[src/rtl/avalon_mem_tester_pkg.sv]
// Shared types and helpers for the Avalon-MM memory tester.
// Holds the run FSM encoding and the test pattern generator.
package mem_test_pkg;

   typedef enum logic [2:0] {
      ST_IDLE,
      ST_WRITE,
      ST_READ,
      ST_DRAIN,
      ST_DONE
   } state_t;

   localparam int PAT_W = 64;

   // Index is zero-extended here; callers truncate to the bus width.
   function automatic logic [PAT_W-1:0] pattern(
      input logic [PAT_W-1:0] idx,
      input logic [PAT_W-1:0] seed
   );
      return idx ^ seed;
   endfunction

endpackage

[src/rtl/avalon_mem_tester_if.sv]
// Avalon-MM master/slave bus bundle used by the memory tester.
// Command signals flow master -> slave, responses flow back.
interface avalon_mm_if #(
   parameter int AW = 24,
   parameter int DW = 16
);

   logic            avm_read;
   logic            avm_write;
   logic [AW-1:0]   avm_address;
   logic [DW-1:0]   avm_writedata;
   logic [DW/8-1:0] avm_byteenable;
   logic [DW-1:0]   avm_readdata;
   logic            avm_waitrequest;
   logic            avm_readdatavalid;

   modport master (
      output avm_read,
      output avm_write,
      output avm_address,
      output avm_writedata,
      output avm_byteenable,
      input  avm_readdata,
      input  avm_waitrequest,
      input  avm_readdatavalid
   );

   modport slave (
      input  avm_read,
      input  avm_write,
      input  avm_address,
      input  avm_writedata,
      input  avm_byteenable,
      output avm_readdata,
      output avm_waitrequest,
      output avm_readdatavalid
   );

endinterface

[src/rtl/avalon_mem_tester_rd_tracker.sv]
// Read-side bookkeeping: in-flight read count and response index.
// The limit flag reflects next cycle's count so reads never overshoot.
module avalon_rd_tracker #(
   parameter int IW              = 25,
   parameter int MAX_OUTSTANDING = 4
) (
   input  logic          clk,
   input  logic          reset,
   input  logic          clear,
   input  logic          rd_acc,
   input  logic          rsp,
   output logic [3:0]    outstanding,
   output logic [IW-1:0] chk_idx,
   output logic          limit
);

   logic [3:0] cnt_nxt;

   always_comb begin
      cnt_nxt = outstanding;
      unique case (1'b1)
         rd_acc & ~rsp:
            cnt_nxt = outstanding + 4'd1;
         rsp & ~rd_acc & (outstanding != 4'd0):
            cnt_nxt = outstanding - 4'd1;
         default: ;
      endcase
   end

   assign limit = cnt_nxt >= 4'(MAX_OUTSTANDING);

   always_ff @(posedge clk or posedge reset) begin
      if (reset) begin
         outstanding <= '0;
         chk_idx     <= '0;
      end else if (clear) begin
         outstanding <= '0;
         chk_idx     <= '0;
      end else begin
         outstanding <= cnt_nxt;
         if (rsp)
            chk_idx <= chk_idx + IW'(1);
      end
   end

endmodule

[src/rtl/avalon_mem_tester.sv]
// Avalon-MM memory tester: writes a seeded pattern, reads it back
// with a bounded read pipeline and counts mismatching words.
module avalon_mem_tester
   import mem_test_pkg::*;
#(
   parameter int          AVS_AW          = 24,
   parameter int          AVS_DW          = 16,
   parameter int          TEST_WORDS      = 1024,
   parameter int          MAX_OUTSTANDING = 4,
   parameter int unsigned SEED            = 16'hA5C3
) (
   input  logic              clk,
   input  logic              reset,
   input  logic              start,
   output logic              busy,
   output logic              done,
   output logic              pass,
   output logic [15:0]       err_count,
   output logic [AVS_AW-1:0] first_err_addr,
   avalon_mm_if.master       avm
);

   localparam int IW = AVS_AW + 1;
   localparam logic [AVS_DW-1:0] SEED_W   = AVS_DW'(SEED);
   localparam logic [IW-1:0]     LAST_IDX = IW'(TEST_WORDS - 1);
   localparam logic [IW-1:0]     END_IDX  = IW'(TEST_WORDS);

   function automatic logic [AVS_DW-1:0] pat(input logic [IW-1:0] i);
      return AVS_DW'(pattern(PAT_W'(i), PAT_W'(SEED_W)));
   endfunction

   state_t          state;
   logic [IW-1:0]   wr_idx;
   logic [IW-1:0]   rd_idx;
   logic [IW-1:0]   wr_nxt;
   logic [IW-1:0]   rd_nxt;
   logic [IW-1:0]   chk_idx;
   logic [3:0]      outstanding;
   logic            limit;
   logic            wr_acc;
   logic            rd_acc;
   logic            rsp;
   logic            launch;
   logic            mismatch;

   assign wr_nxt   = wr_idx + IW'(1);
   assign rd_nxt   = rd_idx + IW'(1);
   assign wr_acc   = avm.avm_write & ~avm.avm_waitrequest;
   assign rd_acc   = avm.avm_read & ~avm.avm_waitrequest;
   assign rsp      = avm.avm_readdatavalid &
                     ((state == ST_READ) | (state == ST_DRAIN));
   assign launch   = start & ((state == ST_IDLE) | (state == ST_DONE));
   assign mismatch = rsp & (avm.avm_readdata != pat(chk_idx));

   avalon_rd_tracker #(
      .IW              (IW),
      .MAX_OUTSTANDING (MAX_OUTSTANDING)
   ) u_trk (
      .clk         (clk),
      .reset       (reset),
      .clear       (launch),
      .rd_acc      (rd_acc),
      .rsp         (rsp),
      .outstanding (outstanding),
      .chk_idx     (chk_idx),
      .limit       (limit)
   );

   always_ff @(posedge clk or posedge reset) begin
      if (reset) begin
         state              <= ST_IDLE;
         wr_idx             <= '0;
         rd_idx             <= '0;
         busy               <= 1'b0;
         done               <= 1'b0;
         pass               <= 1'b0;
         err_count          <= '0;
         first_err_addr     <= '0;
         avm.avm_read       <= 1'b0;
         avm.avm_write      <= 1'b0;
         avm.avm_address    <= '0;
         avm.avm_writedata  <= '0;
         avm.avm_byteenable <= '0;
      end else begin
         if (mismatch) begin
            if (err_count != 16'hFFFF)
               err_count <= err_count + 16'd1;
            if (err_count == 16'd0)
               first_err_addr <= chk_idx[AVS_AW-1:0];
         end
         unique case (state)
            ST_IDLE, ST_DONE: begin
               if (start) begin
                  state              <= ST_WRITE;
                  wr_idx             <= '0;
                  rd_idx             <= '0;
                  busy               <= 1'b1;
                  done               <= 1'b0;
                  pass               <= 1'b0;
                  err_count          <= '0;
                  first_err_addr     <= '0;
                  avm.avm_write      <= 1'b1;
                  avm.avm_address    <= '0;
                  avm.avm_writedata  <= pat('0);
                  avm.avm_byteenable <= '1;
               end
            end
            ST_WRITE: begin
               if (wr_acc) begin
                  if (wr_idx == LAST_IDX) begin
                     state           <= ST_READ;
                     avm.avm_write   <= 1'b0;
                     avm.avm_read    <= 1'b1;
                     avm.avm_address <= rd_idx[AVS_AW-1:0];
                  end else begin
                     wr_idx            <= wr_nxt;
                     avm.avm_address   <= wr_nxt[AVS_AW-1:0];
                     avm.avm_writedata <= pat(wr_nxt);
                  end
               end
            end
            ST_READ: begin
               if (rd_acc) begin
                  if (rd_idx == LAST_IDX) begin
                     state        <= ST_DRAIN;
                     avm.avm_read <= 1'b0;
                  end else begin
                     rd_idx          <= rd_nxt;
                     avm.avm_address <= rd_nxt[AVS_AW-1:0];
                     avm.avm_read    <= ~limit;
                  end
               end else if (!avm.avm_read) begin
                  avm.avm_read <= ~limit;
               end
            end
            ST_DRAIN: begin
               if ((outstanding == 4'd0) && (chk_idx == END_IDX)) begin
                  state <= ST_DONE;
                  busy  <= 1'b0;
                  done  <= 1'b1;
                  pass  <= (err_count == 16'd0);
               end
            end
            default: state <= ST_IDLE;
         endcase
      end
   end

endmodule

[src/flat_wrapper.sv]
// flat-port wrapper written by rule: the top's interface ports become plain ports
module avalon_mem_tester_flat import mem_test_pkg::*;
#(
   parameter int          AVS_AW          = 24,
   parameter int          AVS_DW          = 16,
   parameter int          TEST_WORDS      = 1024,
   parameter int          MAX_OUTSTANDING = 4,
   parameter int unsigned SEED            = 16'hA5C3
)
  (clk, reset, start, busy, done, pass, err_count, first_err_addr, avm_avm_read, avm_avm_write, avm_avm_address, avm_avm_writedata, avm_avm_byteenable, avm_avm_readdata, avm_avm_waitrequest, avm_avm_readdatavalid);
  avalon_mm_if #(.AW(24), .DW(16)) avm_i ();
  input  logic clk;
  input  logic reset;
  input  logic start;
  output logic busy;
  output logic done;
  output logic pass;
  output logic [15:0] err_count;
  output logic [AVS_AW-1:0] first_err_addr;
  output wire logic [$bits(avm_i.avm_read)-1:0] avm_avm_read;
  output wire logic [$bits(avm_i.avm_write)-1:0] avm_avm_write;
  output wire logic [$bits(avm_i.avm_address)-1:0] avm_avm_address;
  output wire logic [$bits(avm_i.avm_writedata)-1:0] avm_avm_writedata;
  output wire logic [$bits(avm_i.avm_byteenable)-1:0] avm_avm_byteenable;
  input wire logic [$bits(avm_i.avm_readdata)-1:0] avm_avm_readdata;
  input wire logic [$bits(avm_i.avm_waitrequest)-1:0] avm_avm_waitrequest;
  input wire logic [$bits(avm_i.avm_readdatavalid)-1:0] avm_avm_readdatavalid;
  assign avm_avm_read = avm_i.avm_read;
  assign avm_avm_write = avm_i.avm_write;
  assign avm_avm_address = avm_i.avm_address;
  assign avm_avm_writedata = avm_i.avm_writedata;
  assign avm_avm_byteenable = avm_i.avm_byteenable;
  assign avm_i.avm_readdata = avm_avm_readdata;
  assign avm_i.avm_waitrequest = avm_avm_waitrequest;
  assign avm_i.avm_readdatavalid = avm_avm_readdatavalid;
  avalon_mem_tester #(.AVS_AW(AVS_AW), .AVS_DW(AVS_DW), .TEST_WORDS(TEST_WORDS), .MAX_OUTSTANDING(MAX_OUTSTANDING), .SEED(SEED)) u_core (.clk(clk), .reset(reset), .start(start), .busy(busy), .done(done), .pass(pass), .err_count(err_count), .first_err_addr(first_err_addr), .avm(avm_i));
endmodule
[config.mk]
export PLATFORM = sky130hd
export DESIGN_NAME = avalon_mem_tester_flat
export DESIGN_NICKNAME = d
export VERILOG_FILES = /design/src/rtl/avalon_mem_tester_pkg.sv /design/src/rtl/avalon_mem_tester_if.sv /design/src/rtl/avalon_mem_tester_rd_tracker.sv /design/src/rtl/avalon_mem_tester.sv /design/src/flat_wrapper.sv
export SDC_FILE = /design/constraint.sdc
export NUM_CORES = 1
export LEC_CHECK = 0
export CAP_MARGIN = 20
export CORE_ASPECT_RATIO = 2
export CORE_MARGIN = 8
export CORE_UTILIZATION = 34
export CTS_BUF_LIST = sky130_fd_sc_hd__clkbuf_2
export DETAILED_ROUTE_END_ITERATION = 10
export PLACE_DENSITY = 0.59
export REMOVE_ABC_BUFFERS = 1
export SYNTH_ARGS = -nofsm -noshare
export SYNTH_HDL_FRONTEND = slang
export SYNTH_SLANG_ARGS = --single-unit
[constraint.sdc]
create_clock -name clk -period 8.4 [get_ports clk]
set_input_delay 1.68 -clock clk [delete_from_list [all_inputs] [get_ports clk]]
set_output_delay 1.68 -clock clk [all_outputs]
set_load 0.01 [all_outputs]
Word level (Yosys, flattened, before mapping). Index checks and enable logic that the tools add are counted.

$add $sub $neg: 6. $mul: 0. Div/mod/pow operators: 0. Magnitude comparators: 1. Equal/unequal tests: 17. Shift operators: 0. Multiplexer cells: 53. Bitwise operators: 16. Reduce and logical (&&, ||, !) cells: 20.

Operators with widths (number): 2-to-1 mux 24 bit (9); 2-to-1 mux 25 bit (7); 2-to-1 mux 16 bit (7); one-hot mux 25 bit (2 select lines) (2); adder 25 x 1 -> 25 bit (second input constant) (3); one-hot mux 24 bit (3 select lines) (1); == test 25 x 10 -> 1 bit (second input constant) (2); one-hot mux 16 bit (2 select lines) (1); == test 25 x 11 -> 1 bit (second input constant) (1); 2-to-1 mux 3 bit (6); adder 16 x 1 -> 16 bit (second input constant) (1); zero test 16 bit (1); inequality test 16 bit (1); inequality test 16 bit (second input constant) (1); inverter 8 bit (2); 2-to-1 mux 1 bit (12); inequality test 2 bit (second input constant) (6); one-hot mux 3 bit (4 select lines) (1); AND reduction 4 bit (3); one-hot mux 1 bit (2 select lines) (5); nonzero test 2 bit (5); bitwise AND 1 bit (8); one-hot mux 4 bit (2 select lines) (1); == test 3 x 2 -> 1 bit (second input constant) (2); other kinds (19) (25).

Flip-flop bits (word level): 168. Latch bits: 0. RAM bits: 0. Memory bits (read-only): 0. Input port bits: 21. Word-level logic and storage cells: 128. Memories kept: 0.

Longest topological paths before layout.
Depth after elaboration: 11. Gate-level depth with buffers: 10. Depth with buffers taken out: 9.

Modules after synthesis. Synthesis repeated with hierarchy kept, for this count alone.

Cell total of the unflattened synthesis: 979. Area total of the unflattened synthesis: 8951.1 µm².

Modules (own cells, without submodules): avalon_mem_tester (times used 1, cells each 811, area each 7314.5 µm²); avalon_rd_tracker (times used 1, cells each 168, area each 1636.6 µm²).

Least setup slack after synthesis. Ideal clock, no wire load.

Path kind: input-to-reg. Start: input port avm_avm_readdatavalid. End: register u_core.avm.avm_read. Arrival time: 3.087 ns. Slack: 5.235 ns. Stages: 9. Path buffers: 0. Cells stage by stage: nand3b_1 > nor3b_1 > xor2_1 > ha_1 > and3_1 > a211o_1 > nand2_1 > nand3_1 > a21oi_1.

Word-level cells in the longest chain between the ends: 9. Elaborated cells on any way between the ends: 12. Classes of those cells: order compare (1); mux (5); bitwise (6).

RTL lines: from (decl) (RTL line flat_wrapper.sv:27) `input wire logic [$bits(avm_i.avm_readdatavalid)-1:0] avm_avm_readdatavalid;`; bitwise AND 1 bit (*) (RTL line avalon_mem_tester.sv:50) `assign rsp = avm.avm_readdatavalid &`; bitwise AND 1 bit or inverter 1 bit (tied branches) (RTL line avalon_mem_tester_rd_tracker.sv:24, avalon_mem_tester_rd_tracker.sv:22); bitwise AND 1 bit, on equally long branches (RTL line avalon_mem_tester_rd_tracker.sv:24, avalon_mem_tester_rd_tracker.sv:22); one-hot mux 4 bit (2 select lines) (*) (RTL line avalon_mem_tester_rd_tracker.sv:21) `unique case (1'b1)`; >= comparator 4 x 3 -> 1 bit (*) (RTL line avalon_mem_tester_rd_tracker.sv:30) `assign limit = cnt_nxt >= 4'(MAX_OUTSTANDING);`; inverter 1 bit (*) (RTL line avalon_mem_tester.sv:130, avalon_mem_tester.sv:133); 2-to-1 mux 1 bit, on equally long branches (RTL line avalon_mem_tester.sv:132, avalon_mem_tester.sv:124); 2-to-1 mux 1 bit (*) (RTL line avalon_mem_tester.sv:123) `if (rd_acc) begin`; one-hot mux 1 bit (2 select lines) (*) (RTL line avalon_mem_tester.sv:91) `unique case (state)`; to (signal assigned) (RTL line avalon_mem_tester.sv:130) `avm.avm_read <= ~limit;`; to (signal assigned) (RTL line avalon_mem_tester.sv:133) `avm.avm_read <= ~limit;`; to (decl) (RTL line avalon_mem_tester_if.sv:18) `output avm_read,`.

Every way passes the cells marked *; elsewhere a longest branch is shown, timed or not. A chain may end at the register's enable or synchronous reset.

Worst setup path in the final report.
Start: register u_core.avm.avm_writedata[11]. End: output port avm_avm_writedata[11].

RTL lines: from (decl) (RTL line avalon_mem_tester_if.sv:21) `output avm_writedata,`; from (signal assigned) (RTL line avalon_mem_tester.sv:104) `avm.avm_writedata <= pat('0);`; from (signal assigned) (RTL line avalon_mem_tester.sv:118) `avm.avm_writedata <= pat(wr_nxt);`; to (decl) (RTL line flat_wrapper.sv:23) `output wire logic [$bits(avm_i.avm_writedata)-1:0] avm_avm_writedata;`.

No word-level cell between the ends.

==> results.txt <==
----------------------------------------------------
[Clock tree]
  Count of hold-fix buffers inserted at cts ... 0
  Deepest level of the CTS H-tree ... 4
  Buffer count from post-CTS setup fixing ... 0
  Resized Gates After CTS ... 0
  Num Clock Sinks ... 160
  TritonCTS clock tree ... built
  Maximum root-to-sink buffer count ... 2
  Root cell of the clock tree ... sky130_fd_sc_hd__clkbuf_2
  Source-to-sink clock delay at the later pin of the worst-skew pair ... between 800 and 900 ps
  Clock slew at reported path FFs ... roughly 250 ps
  TritonCTS Buffers ... 17

[Timing]
  Time the final worst path needs with I/O delays and setup ... 3721 ps
  Max Clock Skew ... just over 50 ps
  Pins over their slew limit ... 0
  Worst Setup Slack, final ... roughly 4700 ps
  Number of failing setup endpoints in the final timing report ... 0
  Number of hold-slack violations in the final timing report ... 0
  Fmax ... approximately 270 MHz
  Total negative slack ... 0 ps
  Post-route clock period utilization ... 0.4429
  RSZ-0062 raised after global routing ... false
  Hold Worst Slack ... 503.0 ps
  Worst rel slew slack ... 0.2530
  Worst-Margin Slew ... 1121 ps

[Hold path]
  Classification of the worst-slack hold path ... reg -> reg

[Synthesis]
  Number of synthesized register bits ... 160
  Cell variety after synth ... 68
  Combinational family with the most area after synthesis ... simple AND/OR/NAND/NOR gates
  Post-synth design cell area ... roughly 8800 sq um
  Complex-gate fraction of the synthesized area ... 0.1716
  Leading register cell type out of synthesis ... sky130_fd_sc_hd__dfrtp_1
  Fraction of the yosys area taken by sequential cells ... 0.4524
  Proportion of synthesized area in mux cells ... 0.009331
  Ranking of synthesized cells by area ... sky130_fd_sc_hd__dfrtp_1 45%, sky130_fd_sc_hd__o21ai_0 5.6%, sky130_fd_sc_hd__nand2_1 4.7%, sky130_fd_sc_hd__xor2_1 4.6%, sky130_fd_sc_hd__nand3_1 3.8%
  Proportion of register bits with asynchronous set or reset after synthesis ... 1.000
  Avg Synthesized Cell Area ... 8.859 sq um
  Count of flip-flops with a built-in enable after synthesis ... 0
  Synthesized netlist cell count ... around 1000
  Total of warnings raised by yosys ... 0
  Most common cell in the netlist ... sky130_fd_sc_hd__dfrtp_1
  Post-synthesis share of cell area spent on and, or, nand and nor gates ... 0.2358
  Top cell types by occurrence after synthesis ... 160 x sky130_fd_sc_hd__dfrtp_1, 110 x sky130_fd_sc_hd__nand2_1, 99 x sky130_fd_sc_hd__o21ai_0, 85 x sky130_fd_sc_hd__nor2_1, 67 x sky130_fd_sc_hd__nand3_1
  Library cell with the largest summed area after synthesis ... sky130_fd_sc_hd__dfrtp_1
  Top-area cell type share of the netlist area ... 0.4524
  Xor-xnor portion of the synthesized cell area ... 0.07126
  Adder and majority gate portion of the synthesized area ... 0.009897

[Power and ir drop]
  Combinational cell fraction of total power ... 0.343
  P_leak ... 4.193 nW
  Maximum vdd ir drop ... 0.1162 mV
  Total power divided by cell area ... 215.5 nW/um^2
  Net switching component of the power ... 0.0008742 W
  Design internal power ... 0.001346 W
  Net switching fraction of the power ... 0.3937
  Seq pwr share ... 0.463
  Clock power share ... 0.194

[Critical path]
  Crit-path cells ... clkdlybuf4s50_1
  WP buf/inv ... 1
  Slowest cell delay on critical path ... 620 ps
  CP top delay family ... flip-flops
  CP Data Required Time ... 6720 ps
  Crit Path Class ... reg -> out
  Largest driver fanout on the critical path ... 9
  Worst endpoint data arrival time ... 2040 ps
  Critical Path End Type ... output port
  Highest-delay cell along the critical path ... sky130_fd_sc_hd__dfrtp_1
  Type of element launching the critical path ... register

[Drt]
  Vias ... between 7000 and 8000
  Average wire length per cell after detail routing ... 19.76 um
  DRT antenna net count ... 0
  Final WL ... 27760 um
  Number of design-rule violations left by the first detailed-router iteration ... 666
  Via density per instance ... 5.561
  Count of unresolved DRC violations after routing ... 0
  First drt pass iteration count ... 8

[GRT]
  Overall fraction of global-route tracks in use ... 0.1799
  Via count of the first global-routing pass ... 7806
  Global-route wire length before repair ... roughly 44000 um
  Overflow left after global routing ... 0
  Initial antenna violation count ... 2
  Pin count of the biggest net entering global routing ... 111

[Floorplan]
  Die extent in y ... around 240 um
  Core region area ... between 20000 and 30000 sq um
  Number of standard-cell rows in the floorplan ... 83
  Initial Util ... 0.3450
  Die Width ... 130.1 um
  Die area ... about 32000 sq um
  Top Ports ... 108

[Placement]
  Worst slack at placement ... 4061 ps
  Weighted congestion reported at the end of routability-driven placement ... 0.9264
  Count of input and output buffers ... 107
  DP HPWL ... 19850 um

[Cells and area]
  Post-Route Utilization ... 0.4016
  Share of cells above drive strength 1 ... 0.05827
  Layout-stage area growth over the synthesis result ... 16.41%
  Number of nets at the end of the flow ... around 1100

[Run]
  Max-capacitance violation count ... 0

[Outcome]
  Status ... complete, no violations

----------------------------------------------------
## layout by cell type (no fill, tap or decap), types with 13 or more instances in the layout
cell type,netlist,final
sky130_fd_sc_hd__nor3_1,25,24
sky130_fd_sc_hd__a21oi_1,46,45
sky130_fd_sc_hd__nand3_1,67,67
sky130_fd_sc_hd__nand2_1,110,109
sky130_fd_sc_hd__clkdlybuf4s50_1,0,107
sky130_fd_sc_hd__o21ai_0,99,99
sky130_fd_sc_hd__nor4_1,17,17
sky130_fd_sc_hd__o31ai_1,23,23
sky130_fd_sc_hd__nor2_1,85,84
sky130_fd_sc_hd__and3_1,14,14
sky130_fd_sc_hd__clkbuf_2,3,17
sky130_fd_sc_hd__a31oi_1,13,13
sky130_fd_sc_hd__xnor2_1,26,26
sky130_fd_sc_hd__nand4_1,30,30
sky130_fd_sc_hd__xor2_1,46,46
sky130_fd_sc_hd__dfrtp_1,160,160
## cells by family (layout without fill, tap and decap cells)
kind of cell	count (synthesis)	in the layout
adders and majority gates	7	7
buffers and inverters	93	158
DFF	160	160
other	0	1
AOI/OAI and AO/OA	246	246
and+or+nand+nor	413	413
xor gates and xnor gates	72	72
muxes	8	8
## sequential cells by signal (all words and copies together) (netlist names)
register,count
u_core.u_trk.chk_idx,25
u_core.state,3
u_core.avm.avm_byteenable,1
u_core.done,1
u_core.avm.avm_read,1
u_core.rd_idx,25
u_core.avm.avm_writedata,16
u_core.first_err_addr,24
u_core.pass,1
u_core.avm.avm_address,24
u_core.avm.avm_write,1
u_core.wr_idx,17
u_core.busy,1
u_core.u_trk.outstanding,4
u_core.err_count,16
## through the flow
step,power [W],std cells,instance area [sq um]
after floorplan,0.001427,916,8448
after global placement,0.001800,1370,10020
after detailed placement,0.001809,1370,10020
after CTS,0.002248,1401,10250
after global routing,0.002372,1405,10300
final,0.002221,1405,10300
## power groups by stage
stage	clock [W]	combinational, W	sequential, W
global placement	0	0.000760	0.00104
global route	0.000478	0.000841	0.00105
CTS	0.000448	0.000770	0.00103
floorplan	0	0.000386	0.00104
detailed placement	0	0.000765	0.00104
finish	0.000431	0.000761	0.00103
## final cells by class
cell class	count	area [sq um]
Timing Repair Buffer	117	1174
Fill cell	2618	15350
Antenna cell	1	2.502
Clock buffer	17	85.08
Multi-Input combinational cell	746	4427
Inverter	10	42.54
Sequential cell	160	4004
Tap cell	340	425.4
Clock inverter	14	142.6
## final timing paths
| kind | from | endpoint | slack (ps) | cells after the start |
|---|---|---|---|---|
| max | u_core.avm.avm_writedata[11]$_DFFE_PP0P_ | avm_avm_writedata[11] | 4680 | 1 |
| min | u_core.done$_DFFE_PP0P_ | u_core.done$_DFFE_PP0P_ | 500 | 2 |
| max reg2reg | u_core.avm.avm_writedata[11]$_DFFE_PP0P_ | u_core.avm.avm_writedata[2]$_DFFE_PP0P_ | 5210 | 7 |
| min reg2reg | u_core.done$_DFFE_PP0P_ | u_core.done$_DFFE_PP0P_ | 500 | 2 |
| max in group asynchronous | reset | u_core.avm.avm_read$_DFFE_PP0P_ | 5740 | 4 |
| min in group asynchronous | reset | u_core.avm.avm_writedata[13]$_DFFE_PP0P_ | 1180 | 2 |
## metal layers
metal / wire length, um / up-vias / share of wire / global-route usage
li1: - / 3682 / - / -
met1: 10090 / 3870 / 0.36 / 0.1818
met2: 15430 / 203 / 0.56 / 0.3334
met3: 1097 / 58 / 0.040 / 0.03575
met4: 1137 / 0 / 0.041 / 0.09591
met5: 0 / - / 0 / 0
(Power assumes the default switching activity.)
